`src/rtl/regfile_issue.sv`:
```
// -----------------------------------------------------------------------------
// regfile_issue
// Operand-fetch / issue stage that sits in front of the 8-bit ALU.
// It holds the architectural register file, where r0 always reads as zero.
// A one-bit-per-register scoreboard tracks outstanding writes. Read-after-write
// hazards stall the issue_valid/issue_ready handshake.
// Operands are registered, so they reach the ALU one cycle after acceptance.
//
// Optional feature macro: REGFILE_WB_BYPASS_EN
//   When this macro is defined, a writeback in the same cycle clears the
//   hazard for the ready rule. It also forwards wb_data straight into the
//   operand registers, which saves one stall cycle per back-to-back dependency.
//
// Ports
//   clk           system clock, rising edge
//   rst           synchronous active-high reset
//   issue_valid   instruction presented for issue
//   issue_ready   stage can accept this cycle (combinational, 0 during rst)
//   issue_rs      source register for operand d
//   issue_rt      source register for operand c
//   issue_rd      destination register
//   issue_we      instruction will write issue_rd
//   wb_en         writeback strobe
//   wb_addr       writeback register
//   wb_data       writeback value
//   op_d / op_c   registered operands to the ALU
//   op_valid      op_d/op_c hold a newly issued instruction
//   pending       scoreboard vector (debug visibility)
// -----------------------------------------------------------------------------
module regfile_issue #(
   parameter int DATA_W   = 8,
   parameter int NUM_REGS = 8,
   parameter int ADDR_W   = 3
) (
   input  logic                clk,
   input  logic                rst,
   input  logic                issue_valid,
   output logic                issue_ready,
   input  logic [ADDR_W-1:0]   issue_rs,
   input  logic [ADDR_W-1:0]   issue_rt,
   input  logic [ADDR_W-1:0]   issue_rd,
   input  logic                issue_we,
   input  logic                wb_en,
   input  logic [ADDR_W-1:0]   wb_addr,
   input  logic [DATA_W-1:0]   wb_data,
   output logic [DATA_W-1:0]   op_d,
   output logic [DATA_W-1:0]   op_c,
   output logic                op_valid,
   output logic [NUM_REGS-1:0] pending
);

   localparam logic [ADDR_W-1:0] R0 = {ADDR_W{1'b0}};

   logic [DATA_W-1:0]   regs_q [NUM_REGS];
   logic [DATA_W-1:0]   regs_d [NUM_REGS];
   logic [NUM_REGS-1:0] pending_q;
   logic [NUM_REGS-1:0] pending_d;
   logic [NUM_REGS-1:0] pend_eff;
   logic [DATA_W-1:0]   op_d_q;
   logic [DATA_W-1:0]   op_d_d;
   logic [DATA_W-1:0]   op_c_q;
   logic [DATA_W-1:0]   op_c_d;
   logic                op_valid_q;
   logic                op_valid_d;
   logic [DATA_W-1:0]   rs_val;
   logic [DATA_W-1:0]   rt_val;
   logic                accept;

`ifdef REGFILE_WB_BYPASS_EN
   function automatic logic [NUM_REGS-1:0] onehot(input logic [ADDR_W-1:0] a);
      logic [NUM_REGS-1:0] v;
      v    = {NUM_REGS{1'b0}};
      v[a] = 1'b1;
      return v;
   endfunction

   // Hazard view and operand read with same-cycle writeback forwarding
   always_comb begin
      if (wb_en) begin
         pend_eff = pending_q & ~onehot(wb_addr);
      end else begin
         pend_eff = pending_q;
      end
      if (issue_rs == R0) begin
         rs_val = {DATA_W{1'b0}};
      end else if (wb_en && (wb_addr == issue_rs)) begin
         rs_val = wb_data;
      end else begin
         rs_val = regs_q[issue_rs];
      end
      if (issue_rt == R0) begin
         rt_val = {DATA_W{1'b0}};
      end else if (wb_en && (wb_addr == issue_rt)) begin
         rt_val = wb_data;
      end else begin
         rt_val = regs_q[issue_rt];
      end
   end
`else
   // Hazard view and operand read straight from the array (no forwarding)
   always_comb begin
      pend_eff = pending_q;
      if (issue_rs == R0) begin
         rs_val = {DATA_W{1'b0}};
      end else begin
         rs_val = regs_q[issue_rs];
      end
      if (issue_rt == R0) begin
         rt_val = {DATA_W{1'b0}};
      end else begin
         rt_val = regs_q[issue_rt];
      end
   end
`endif

   assign issue_ready = !rst && !pend_eff[issue_rs] && !pend_eff[issue_rt];
   assign accept      = issue_valid && issue_ready;

   // Next-state: writeback, operand capture and scoreboard update
   always_comb begin
      regs_d     = regs_q;
      pending_d  = pending_q;
      op_d_d     = op_d_q;
      op_c_d     = op_c_q;
      op_valid_d = 1'b0;
      if (wb_en && (wb_addr != R0)) begin
         regs_d[wb_addr]    = wb_data;
         pending_d[wb_addr] = 1'b0;
      end else begin
         regs_d = regs_q;
      end
      if (accept) begin
         op_d_d     = rs_val;
         op_c_d     = rt_val;
         op_valid_d = 1'b1;
         // Applied after the writeback clear so a new writer owns the register
         if (issue_we && (issue_rd != R0)) begin
            pending_d[issue_rd] = 1'b1;
         end else begin
            pending_d = pending_d;
         end
      end else begin
         op_valid_d = 1'b0;
      end
   end

   // State registers with synchronous reset that overrides everything
   always_ff @(posedge clk) begin
      if (rst) begin
         for (int i = 0; i < NUM_REGS; i++) begin
            regs_q[i] <= {DATA_W{1'b0}};
         end
         pending_q  <= {NUM_REGS{1'b0}};
         op_d_q     <= {DATA_W{1'b0}};
         op_c_q     <= {DATA_W{1'b0}};
         op_valid_q <= 1'b0;
      end else begin
         regs_q     <= regs_d;
         pending_q  <= pending_d;
         op_d_q     <= op_d_d;
         op_c_q     <= op_c_d;
         op_valid_q <= op_valid_d;
      end
   end

   assign op_d     = op_d_q;
   assign op_c     = op_c_q;
   assign op_valid = op_valid_q;
   assign pending  = pending_q;

endmodule

```
`config.mk`:
```
export PLATFORM = sky130hd
export DESIGN_NAME = regfile_issue
export DESIGN_NICKNAME = d
export VERILOG_FILES = /design/src/rtl/regfile_issue.sv
export SDC_FILE = /design/constraint.sdc
export NUM_CORES = 1
export LEC_CHECK = 0
export CORE_ASPECT_RATIO = 1.75
export CORE_MARGIN = 10
export CORE_UTILIZATION = 51
export CTS_CLUSTER_DIAMETER = 150
export DETAILED_ROUTE_END_ITERATION = 10
export PLACE_DENSITY = 0.8
export SYNTH_ARGS = -nofsm -noshare
export SYNTH_HDL_FRONTEND = slang
export SYNTH_SLANG_ARGS = --single-unit
```
`constraint.sdc`:
```
create_clock -name clk -period 1.64 [get_ports clk]
set_input_delay 0.328 -clock clk [delete_from_list [all_inputs] [get_ports clk]]
set_output_delay 0.328 -clock clk [all_outputs]
set_load 0.1 [all_outputs]
```
# Word level (Yosys, flattened, before mapping)
# Cells that the tools add are included.
[op_classes] n_lt_le_gt_ge=10 n_reduce_logical=15 bitwise_logic=6 muxes=23
[ops] op="$mux W8" count=10
[ops] op="$bwmux W64" count=1
[ops] op="$bmux W8 S3" count=2
[ops] op="$demux W8 S3" count=1
[ops] op="$lt A3 B4 Y1 const B" count=4
[ops] op="$ge A4 B4 Y1 const B" count=3
[ops] op="$not A3 Y4" count=3
[ops] op="$and A8 B8 Y8" count=1
[ops] op="$logic_and A1 B1 Y1" count=8
[ops] op="$not A8 Y8" count=1
[ops] op="$or A8 B8 Y8" count=1
[ops] op="$bmux W1 S3" count=2
[ops] op="$demux W1 S3" count=2
[ops] op="$ge A3 B1 Y1 const B" count=2
[ops] op="$logic_not A3 Y1" count=2
[ops] op="$reduce_bool A3 Y1" count=2
[ops] op="$mux W1" count=5
[ops] op="$lt A4 B1 Y1 const B" count=1
[ops] op="$logic_not A1 Y1" count=3
[totals] out_inout_bits=26 in_bits=25 regBits=89 wordCells=66

# Logic depth before layout (Yosys ltp)
# Gate-level depths: netlist of the first run.
[depth] word_depth=10 mapped_depth=7 depth_no_buf=5

# Least setup slack after synthesis of the first run
# OpenSTA, ideal clock, no wires.
[synth_timing] path_kind="reg-to-output" start="register pending_q[7] (netlist: pending[7])" end="output issue_ready" arrival_time_ps=2277 path_stages_with_launch=4 setup_slack_ps=-965 n_path_buf=0 required_ps=1312 path_cell_list="dfxtp_1 -> mux4_2 -> mux2i_4 -> and3_1"
[synth_via] elab_chain_len=5 word_cells_on_any_way=8 cone_classes="mux: 4; reduce/logical: 4"
[synth_rtl] item="start: declaration" line="56" rtl="logic [NUM_REGS-1:0] pending_q;"
[synth_rtl] item="start signal: assignment" line="153" rtl="pending_q <= {NUM_REGS{1'b0}};"
[synth_rtl] item="start signal: assignment" line="159" rtl="pending_q <= pending_d;"
[synth_rtl] item="$bmux W1 S3" line="116" rtl="assign issue_ready = !rst && !pend_eff[issue_rs] && !pend_eff[issue_rt];"
[synth_rtl] item="$mux W1 (implied by the code)" line="116"
[synth_rtl] item="$logic_not A1 Y1" line="116"
[synth_rtl] item="$logic_and A1 B1 Y1" line="116"
[synth_rtl] item="$logic_and A1 B1 Y1 (*)" line="116"
[synth_rtl] item="end: declaration" line="38" rtl="output logic issue_ready,"
# Every way passes the cells marked *; elsewhere a longest branch is shown, timed or not. The select of a mux whose other input is x is not followed.

# Final worst setup path of the first run
# Ends and elaborated chain as after synthesis.

==> metrics.md, run 1 <==
| Metric | Value |
|---|---|
| Status | complete, but fails checks |
| Failing checks | negative setup slack |
| Sw power | about 0.0014 W |
| Met2 GRT Util | between 30% and 40% |
| Crit end category | output pin |
| Net Sw Frac | between 20% and 30% |
| Initial Util | 52.6% |
| Final worst path period need | a little over 2 ns |
| Gr busiest metal | met2 |
| Post-synthesis cell area | roughly 0.0044 mm^2 |
| Fin nets | 620 |
| RSZ-0062 raised after global routing | true |
| Vias in the first global route | around 4200 |
| Syn Nets | roughly 520 |
| Final period utilization | 126% |
| Crit path kind | register to output pin |
| Routability congestion estimate | a little under 1 |
| Total CTS buffers | 9 |
| Via count | roughly 4300 |
| Via/cell ratio | 5.97 |
| CP Data Arrival Time | 1.74 ns |
| CTS sink count | between 80 and 90 |
| Slew @ Worst Pin | between 0.6 and 0.7 ns |
| Core area | ~0.0083 mm^2 |
| Clock tree buffer depth | 2 |
| Clock transition at path regs | around 0.060 ns |
| Internal power | roughly 0.0037 W |
| Max FO, Critical Path | 3 |
| Clock latency on the worst-skew pair | about 0.35 ns |
| Die area | 0.0128 mm^2 |
| Clock Skew | around 0.0080 ns |
| Root buf cell | clkbuf_16 |
| Remaining global-route overflow | 0 |
| H-tree depth | 3 |
| Logic gate share of total power | between 10% and 20% |
| Yosys top cell area share | around two fifths |
| Placed Cells incl. Taps | ~690 |
| CP startpoint kind | register |
| Clock power share | about two fifths |
| Power per Cell Area | between 800 and 900 mW/mm^2 |
| Seq/Total Area, Yosys | 40.7% |
| Pre-antenna DRT Iters | 6 |
| Number of flops mapped to enable cells by yosys | 0 |
| Tightest Hold Check Type | input port to register |
| Layout Cells excl Fill | 715 |
| Boundary Pins | 51 |
| Routed Antenna Nets | 0 |
| Area leader, netlist | dfxtp_1 |
| Hold Vio Cnt, Final | 0 |
| Placed instance area | roughly 0.0056 mm^2 |
| Asr flop ratio synth | 0% |
| Fillers | 532 |
| Detailed Place HPWL | 9.92 mm |
| Seq pwr share | 44.7% |
| Maximum VDD drop | around 0.00057 V |
| Synth top area cells | dfxtp_1 (41%), nand2_1 (10%), mux4_2 (9.8%) |
| Antenna diodes | 0 |
| Final slew viol count | 0 |
| Final WS setup | -0.431 ns |
| # port buffers | 50 |
| Synth unique cells | 33 |
| Yosys warning total | 0 |
| Count leader, synth | nand2_1 |
| Most frequent cells after synthesis | nand2_1 (122), dfxtp_1 (89), a21oi_1 (58) |
| Grt met1 use | a little over a fifth |
| Final WL | 13.8 mm |
| P&R area growth vs syn | 39.8% |
| Routing usage on met3 | 4.07% |
| Share of layout cells above drive strength 1 | roughly a quarter |
| WL/cell | approximately 19 um |
| CP Data Required Time | about 1.3 ns |
| Synth Area per Inst | 8.80 um^2 |
| # DRC | 0 |
| Die width | ~90 um |
| Die Height | approximately 140 um |
| Layout Utilization | 73.6% |
| Iter 0 DRT Violations | between 500 and 600 |
| Mapped Cells | ~500 |
| # setup viols final | 23 |
| Max cap viols | 0 |
| Final Instance Area | between 0.006 and 0.007 mm^2 |
| Synth Register Bits | between 80 and 90 |
| Largest net degree at the start of global routing | 65 |
| All-layer global routing usage | 21.4% |
| Wire length of the first global-routing pass | between 20 and 25 mm |
| Slew margin rel. | approximately 60% |
| Initial antenna violation count | 0 |
| Cell Rows | 44 |
| Synth Flop Type | dfxtp_1 |
| Cts hold-fix bufs | 0 |
| Maximum clock frequency | around 480 MHz |
| Total power | about 0.0050 W |
| CTS tree | done |
| Leak | ~2.3 nW |
## path summary, 6_finish.rpt
path,from,end,depth (start not counted),slack [ns]
setup / recovery,pending[7]$_SDFF_PP0_,issue_ready,4,-0.43
hold / removal,rst,pending[6]$_SDFF_PP0_,4,0.42
setup reg to reg,pending[7]$_SDFF_PP0_,op_c[1]$_SDFFE_PP0P_,6,-0.20
hold reg to reg,regs_q[48]$_SDFFE_PP0P_,regs_q[48]$_SDFFE_PP0P_,2,0.47
## power groups by stage
stage | logic [W] | clock network [W] | registers (W)
6_report | 0.000813 | 0.00197 | 0.00225
5_1_grt | 0.000856 | 0.00206 | 0.00225
4_1_cts | 0.000793 | 0.00198 | 0.00224
3_5_place_dp | 0.000756 | 0 | 0.00229
3_3_place_gp | 0.000740 | 0 | 0.00229
2_1_floorplan | 0.000321 | 0 | 0.00240
## final cells by class
type	count	area, um^2	area share, %
clock buffer	11	253	4.13
clock inverter	5	36.3	0.593
inverter	4	15.0	0.245
multi-input combinational	375	2520	41.2
sequential	89	1810	29.6
tap	115	144	2.35
timing repair buffer	116	1340	21.9
## per-layer routing
layer	vias to the layer above	routed length [um]
met4	0	955
met2	236	7090
met5	-	0
met1	2010	4820
li1	1945	-
met3	78	917
## logic make-up after synthesis
group	count (synthesis)	share of synthesized area [%]
buf+inv	34	3.38
simple gates	210	22.5
mux	56	18.8
flops	89	40.7
compound gates	108	14.5
## per-stage QoR
step,setup TNS (ns),hold slack (ns),setup slack (ns)
finish,-3.15,0.422,-0.431
global route,-4.03,0.471,-0.450
CTS,-2.72,0.403,-0.417
detailed placement,-19.16,0.462,-0.755
global placement,-17.06,0.449,-0.745
floorplan,-2.29,0.419,-0.248
## sequential cells by signal, indices dropped and copies added, names as in the netlist
name / cells
pending: 8
op_c: 8
op_valid: 1
regs_q: 64
op_d: 8
## what timing repair did
item,4_1_cts,5_1_grt
gates cloned,2,0
pin swaps,3,7
endpoints found under the hold margin,0,0
resized for setup,19,11
setup endpoints to repair,25,25
setup buffers,7,5
## worst max-delay path, stage by stage, from the launching register on
cell     delay [ns]
dfxtp_4        0.35
mux4_2         0.49
mux2i_4        0.17
and3_4         0.21
buf_12         0.17
## cell usage in the layout, fill, tap and decap left out, drive strengths merged
cell,count
a211oi,11
a21oi,58
and3,1
o21ai,8
nand3,10
or3b,1
clkinv,2
a22oi,5
dlygate4sd2,4
mux2i,27
inv,6
nand3b,3
a21o,2
nand2,122
o22ai,10
o31ai,3
nor2,6
o21a,10
nor3,12
clkinvlp,1
mux4,19
and2,10
or3,1
nand4,2
nor2b,29
clkdlybuf4s50,18
clkdlybuf4s15,1
nand2b,14
clkbuf,11
a32o,1
mux2,10
dfxtp,89
buf,93
No activity file was read; power rests on OpenSTA's default activity.
==> run 2: changes to the inputs <==
--- a/config.mk
+++ b/config.mk
@@ -11,6 +11,7 @@
 export CTS_CLUSTER_DIAMETER = 150
 export DETAILED_ROUTE_END_ITERATION = 10
 export PLACE_DENSITY = 0.8
+export SLEW_MARGIN = 5
 export SYNTH_ARGS = -nofsm -noshare
 export SYNTH_HDL_FRONTEND = slang
 export SYNTH_SLANG_ARGS = --single-unit
==> results of run 2 <==
Same layout as run 1: the final DEF is identical, and so are final timing and power.
